`config.mk`:
```
export PLATFORM = sky130hd
export DESIGN_NAME = tx_fir_shaper
export DESIGN_NICKNAME = d
export VERILOG_FILES = /design/src/rtl/tx_fir_shaper.sv
export SDC_FILE = /design/constraint.sdc
export NUM_CORES = 2
export LEC_CHECK = 0
export ABC_AREA = 1
export ABC_CLOCK_PERIOD_IN_PS = 17170
export CAP_MARGIN = 10
export CORE_MARGIN = 4
export CORE_UTILIZATION = 60
export CTS_CLUSTER_DIAMETER = 40
export CTS_CLUSTER_SIZE = 20
export DETAILED_ROUTE_END_ITERATION = 10
export HOLD_SLACK_MARGIN = 0.03
export PLACE_DENSITY = 0.79
export SYNTH_ARGS = -nofsm -noshare
export SYNTH_HDL_FRONTEND = slang
export SYNTH_SLANG_ARGS = --single-unit
```
`constraint.sdc`:
```
create_clock -name clk -period 17.17 [get_ports clk]
set_input_delay 2.5755 -clock clk [delete_from_list [all_inputs] [get_ports clk]]
set_output_delay 2.5755 -clock clk [all_outputs]
set_load 0.02 [all_outputs]
```
`src/rtl/tx_fir_shaper.sv`:
```
`default_nettype none
// ============================================================================
// Module   : tx_fir_shaper
// Brief    : Transmit pulse-shaping FIR, one time-multiplexed MAC per tap.
// Revision : 1.0
// ============================================================================
module tx_fir_shaper #(
    parameter int DATA_WIDTH = 16,
    parameter int COEF_WIDTH = 16,
    parameter int NUM_TAPS   = 16
) (
    input  logic                          clk,
    input  logic                          rst,
    input  logic                          s_valid,
    output logic                          s_ready,
    input  logic [DATA_WIDTH-1:0]         s_data,
    output logic                          m_valid,
    input  logic                          m_ready,
    output logic [DATA_WIDTH-1:0]         m_data,
    input  logic                          coef_we,
    input  logic [$clog2(NUM_TAPS)-1:0]   coef_addr,
    input  logic [COEF_WIDTH-1:0]         coef_data,
    output logic                          busy
);

    localparam int c_PTR_W  = $clog2(NUM_TAPS);
    localparam int c_PROD_W = DATA_WIDTH + COEF_WIDTH;
    localparam int c_ACC_W  = c_PROD_W + c_PTR_W;

    localparam logic [c_PTR_W:0]            c_TAPS = (c_PTR_W+1)'(NUM_TAPS);
    localparam logic [c_PTR_W-1:0]          c_LAST = c_PTR_W'(NUM_TAPS - 1);
    localparam logic signed [COEF_WIDTH-1:0] c_H0  = {1'b0, {(COEF_WIDTH-1){1'b1}}};
    localparam logic signed [c_ACC_W-1:0]   c_RND  =
        {{(c_ACC_W-COEF_WIDTH+1){1'b0}}, 1'b1, {(COEF_WIDTH-2){1'b0}}};
    localparam logic signed [c_ACC_W-1:0]   c_MAX  =
        {{(c_ACC_W-DATA_WIDTH+1){1'b0}}, {(DATA_WIDTH-1){1'b1}}};
    localparam logic signed [c_ACC_W-1:0]   c_MIN  =
        {{(c_ACC_W-DATA_WIDTH+1){1'b1}}, {(DATA_WIDTH-1){1'b0}}};

    typedef enum logic [1:0] {
        S_IDLE  = 2'd0,
        S_MAC   = 2'd1,
        S_ROUND = 2'd2,
        S_OUT   = 2'd3
    } state_t;

    state_t                          r_state;
    state_t                          w_state_next;
    logic signed [DATA_WIDTH-1:0]    r_x [NUM_TAPS];
    logic signed [COEF_WIDTH-1:0]    r_h [NUM_TAPS];
    logic [c_PTR_W-1:0]              r_wr_ptr;
    logic [c_PTR_W-1:0]              r_k;
    logic signed [c_ACC_W-1:0]       r_acc;
    logic [DATA_WIDTH-1:0]           r_m_data;
    logic                            r_m_valid;

    logic [c_PTR_W:0]                w_rd_wide;
    logic [c_PTR_W-1:0]              w_rd_idx;
    logic signed [c_PROD_W-1:0]      w_prod;
    logic signed [c_ACC_W-1:0]       w_prod_ext;
    logic signed [c_ACC_W-1:0]       w_shift;
    logic [DATA_WIDTH-1:0]           w_sat;
    logic                            w_addr_ok;

    // Circular delay-line read index (wr_ptr - k) mod NUM_TAPS, valid for any tap count.
    always_comb begin
        w_rd_wide = '0;
        if (r_wr_ptr >= r_k)
            w_rd_wide = {1'b0, r_wr_ptr} - {1'b0, r_k};
        else
            w_rd_wide = {1'b0, r_wr_ptr} + c_TAPS - {1'b0, r_k};
        w_rd_idx = w_rd_wide[c_PTR_W-1:0];
    end

    always_comb begin
        w_prod     = r_x[w_rd_idx] * r_h[r_k];
        w_prod_ext = {{c_PTR_W{w_prod[c_PROD_W-1]}}, w_prod};
        w_shift    = (r_acc + c_RND) >>> (COEF_WIDTH - 1);
        if (w_shift > c_MAX)
            w_sat = c_MAX[DATA_WIDTH-1:0];
        else if (w_shift < c_MIN)
            w_sat = c_MIN[DATA_WIDTH-1:0];
        else
            w_sat = w_shift[DATA_WIDTH-1:0];
        w_addr_ok = ({1'b0, coef_addr} < c_TAPS);
    end

    always_comb begin
        w_state_next = r_state;
        case (r_state)
            S_IDLE:  if (s_valid) w_state_next = S_MAC;
            S_MAC:   if (r_k == c_LAST) w_state_next = S_ROUND;
            S_ROUND: w_state_next = S_OUT;
            S_OUT:   if (m_ready) w_state_next = S_IDLE;
            default: w_state_next = S_IDLE;
        endcase
    end

    always_ff @(posedge clk) begin
        if (rst) begin
            r_state   <= S_IDLE;
            r_wr_ptr  <= '0;
            r_k       <= '0;
            r_acc     <= '0;
            r_m_data  <= '0;
            r_m_valid <= 1'b0;
            for (int i = 0; i < NUM_TAPS; i++) begin
                r_x[i] <= '0;
                if (i == 0)
                    r_h[i] <= c_H0;
                else
                    r_h[i] <= '0;
            end
        end else begin
            r_state <= w_state_next;
            // A write in the accept cycle lands before the MAC reads the bank.
            if (r_state == S_IDLE && coef_we && w_addr_ok)
                r_h[coef_addr] <= coef_data;
            case (r_state)
                S_IDLE: begin
                    if (s_valid) begin
                        r_x[r_wr_ptr] <= s_data;
                        r_acc         <= '0;
                        r_k           <= '0;
                    end
                end
                S_MAC: begin
                    r_acc <= r_acc + w_prod_ext;
                    r_k   <= r_k + 1'b1;
                end
                S_ROUND: begin
                    r_m_data  <= w_sat;
                    r_m_valid <= 1'b1;
                    r_wr_ptr  <= (r_wr_ptr == c_LAST) ? '0 : r_wr_ptr + 1'b1;
                end
                S_OUT: begin
                    if (m_ready) r_m_valid <= 1'b0;
                end
                default: ;
            endcase
        end
    end

    assign s_ready = (r_state == S_IDLE);
    assign busy    = (r_state != S_IDLE);
    assign m_valid = r_m_valid;
    assign m_data  = r_m_data;

endmodule
`default_nettype wire

```
==> impl_results.md <==
- Status: complete, no violations
- Maximum fanout along the worst path: 72
- Nets@finish: 4539
- Final wirelength: 105000 um
- Layout cells sized above 1: roughly 6.5%
- Synth cell types: between 50 and 60
- FMAX: about 100 MHz
- Largest stage delay, worst path: 0.98 ns
- Worst slew margin: 12.9%
- DR WL/cell: roughly 21 um
- Post-synth top area cell: edfxtp_1
- Clk slew on worst S/H paths: around 0.060 ns
- Final slew viol count: 0
- Post-CTS sizing: 0
- Crit path depth: 34
- Crit path max-delay family: adder cells
- Syn_nets: approximately 4600
- RSZ-0062 raised after global routing: no
- Worst reg-to-reg path cell count: 34
- CTS tree: yes
- Synth area leaders: edfxtp_1 (40%), fa_1 (17%), nand2_1 (8.4%)
- Number of synthesized register bits: between 500 and 600
- Clock Latency Late Sink: between 0.6 and 0.7 ns
- Hold Crit Start: r_acc[2]$_SDFFE_PP0P_
- Cell Area, Synth: 0.0383 mm2
- Initial antenna violation count: 1
- Clock Sinks: slightly below 600
- Final WS setup: a little over 7 ns
- Tmin final: approximately 10 ns
- # IOs: 60
- Cts hold-fix bufs: 0
- Syn avg cell area: between 9 and 10 um2
- Core Rows: 92
- Worst slew pin tran: ~1.3 ns
- Area delta synth->final: 9.83%
- Fin. Hold Viols: 0
- Finish-stage setup viols: 0
- Most numerous cell in the Yosys netlist: nand2_1
- Post-CTS setup buffers: 0
- Setup WS pre-CTS: approximately 7.5 ns
- TritonCTS Buffers: 84
- HPWL after DPL: between 70000 and 80000 um
- Worst Setup SP: r_wr_ptr[0]$_SDFFE_PP0P_
- Full die area: slightly below 0.07 mm2
- CP max-delay cell: o21ai_1
- Hold WC Path Type: register to register
- Die Ht: 261 um
- Synth top area share: between 40 and 50%
- Hold path cells: 2
- CTS Root Cell: clkbuf_16
- CP required: roughly 18 ns
- Starting DRT DRC Count: 3319
- Initial core utilization: roughly three fifths
- Period utilisation layout: slightly below 60%
- H-tree depth: 3
- Syn. warnings: 0
- Synth Instances: slightly above 4000
- # fillers: 4875
- Final antenna diode count: 0
- EDFF count, synth: ~500
- Crit path kind: register to register
- CP bufs+invs: 9
- Prevailing post-synth register cell: edfxtp_1
- First-pass GRT wire length: ~160000 um
- Core Box Area: 0.0631 mm2
- Fraction of registers with async set/reset: 0%
- Number of global-route vias before repair: around 29000
- Total GRT Usage: a little under a third
- Antenna viol nets, final: 0
- First drt pass iteration count: 6
- Setup TNS: 0 ns
- Final Wtd Congestion: between 0.9 and 1
- DRC errors left: 0
- Arrival time worst endpoint: between 10 and 15 ns
- Vias per cell: 5.93
- Clk_skew: 0.0604 ns
- Max-cap violation count: 0
- I/O Buffers: 59
- GRT overflow: 0
- Chip Width: 261 um
- Pin count of the biggest net entering global routing: 91
- Register area share after synthesis: 43.7%
- Crit. End Element: register
- Worst r2r src: r_wr_ptr[0]$_SDFFE_PP0P_
- Clock buffer depth: 3
- Critical path startpoint category: register
- Vias: 29514
- Most frequent cells after synthesis: nand2_1 (861), nor2_1 (739), inv_1 (532)
metal layers:
metal / share of wire [%] / track usage [%]
met5: 0 / 0
met3: 11 / 6.55
met4: 4.4 / 12.9
met2: 46 / 49.9
met1: 38 / 41.9
worst register-to-register path: cells and delay by family, from the launching register on:
kind	cells	cell delay (ns)
compound gates	5	1.56
fa+ha+maj	9	4.16
buf+inv	9	2.14
flops	1	0.33
simple gates	11	1.52
path summary, 6_finish.rpt:
path / to / slack, ns
max: r_acc[34]$_SDFFE_PP0P_ / 7.26
min: r_acc[2]$_SDFFE_PP0P_ / 0.48
max reg2reg: r_acc[34]$_SDFFE_PP0P_ / 7.26
min reg2reg: r_acc[2]$_SDFFE_PP0P_ / 0.48
logic make-up after synthesis:
| group | Yosys count | share of synthesized area, % |
|---|---|---|
| adder cells (fa/ha/maj) | 435 | 20.4 |
| buffers and inverters | 775 | 8.29 |
| AO/OA/AOI/OAI | 522 | 8.89 |
| XOR/XNOR | 22 | 0.523 |
| AND/OR/NAND/NOR | 1769 | 18.2 |
| flip-flops | 579 | 43.7 |
cell usage in the layout (no fill, tap or decap), types with 10 or more instances in the layout:
| master | Yosys | layout |
|---|---|---|
| nand2_1 | 861 | 860 |
| nor2_1 | 739 | 739 |
| inv_1 | 532 | 532 |
| edfxtp_1 | 512 | 512 |
| fa_1 | 316 | 316 |
| a21oi_1 | 250 | 250 |
| ha_1 | 119 | 118 |
| nand3_1 | 90 | 90 |
| clkbuf_16 | 0 | 84 |
| o21ai_0 | 78 | 78 |
| dfxtp_1 | 67 | 65 |
| clkdlybuf4s50_1 | 0 | 58 |
| a32o_1 | 53 | 53 |
| inv_2 | 31 | 28 |
| a221oi_1 | 28 | 28 |
| buf_4 | 26 | 25 |
| o21ai_1 | 18 | 18 |
| a32oi_1 | 18 | 18 |
| clkinv_2 | 0 | 15 |
| nand2_2 | 14 | 15 |
| nor3_1 | 13 | 13 |
| clkinvlp_4 | 0 | 13 |
| xor2_1 | 12 | 12 |
| inv_6 | 0 | 12 |
| a221o_1 | 11 | 11 |
| or3_1 | 10 | 10 |
| a21oi_2 | 10 | 10 |
| nand4_1 | 10 | 10 |
stage by stage:
| stage | cells | cell area (um2) | hold WS (ns) | util [%] |
|---|---|---|---|---|
| 2_1_floorplan | 4102 | 38300 | 0.444 | - |
| 3_3_place_gp | 4822 | 39100 | 0.453 | 62.0 |
| 3_5_place_dp | 4822 | 39100 | 0.467 | 62.0 |
| 4_1_cts | 4978 | 42000 | 0.475 | 66.7 |
| 5_1_grt | 4979 | 42100 | 0.493 | 66.7 |
| 6_report | 4979 | 42100 | 0.476 | 66.7 |
sequential cells by signal (all words and copies together), names as in the netlist, named ones only:
signal    count
r_h         256
r_wr_ptr      4
r_state       2
m_valid       1
r_k           4
r_acc        36
r_x         256
m_data       16
layout make-up:
| type | count | area (um2) | area share [%] |
|---|---|---|---|
| well taps | 846 | 1060 | 2.52 |
| inverters | 566 | 2130 | 5.07 |
| clock buffers | 90 | 2140 | 5.10 |
| clock inverters | 66 | 813 | 1.93 |
| flip-flops and latches | 579 | 16700 | 39.8 |
| repair buffers | 84 | 773 | 1.84 |
| multi-input cells | 2748 | 18400 | 43.8 |
Power is not shown: default switching activity piles up to over one toggle a cycle in this logic, so the estimate is an artifact.
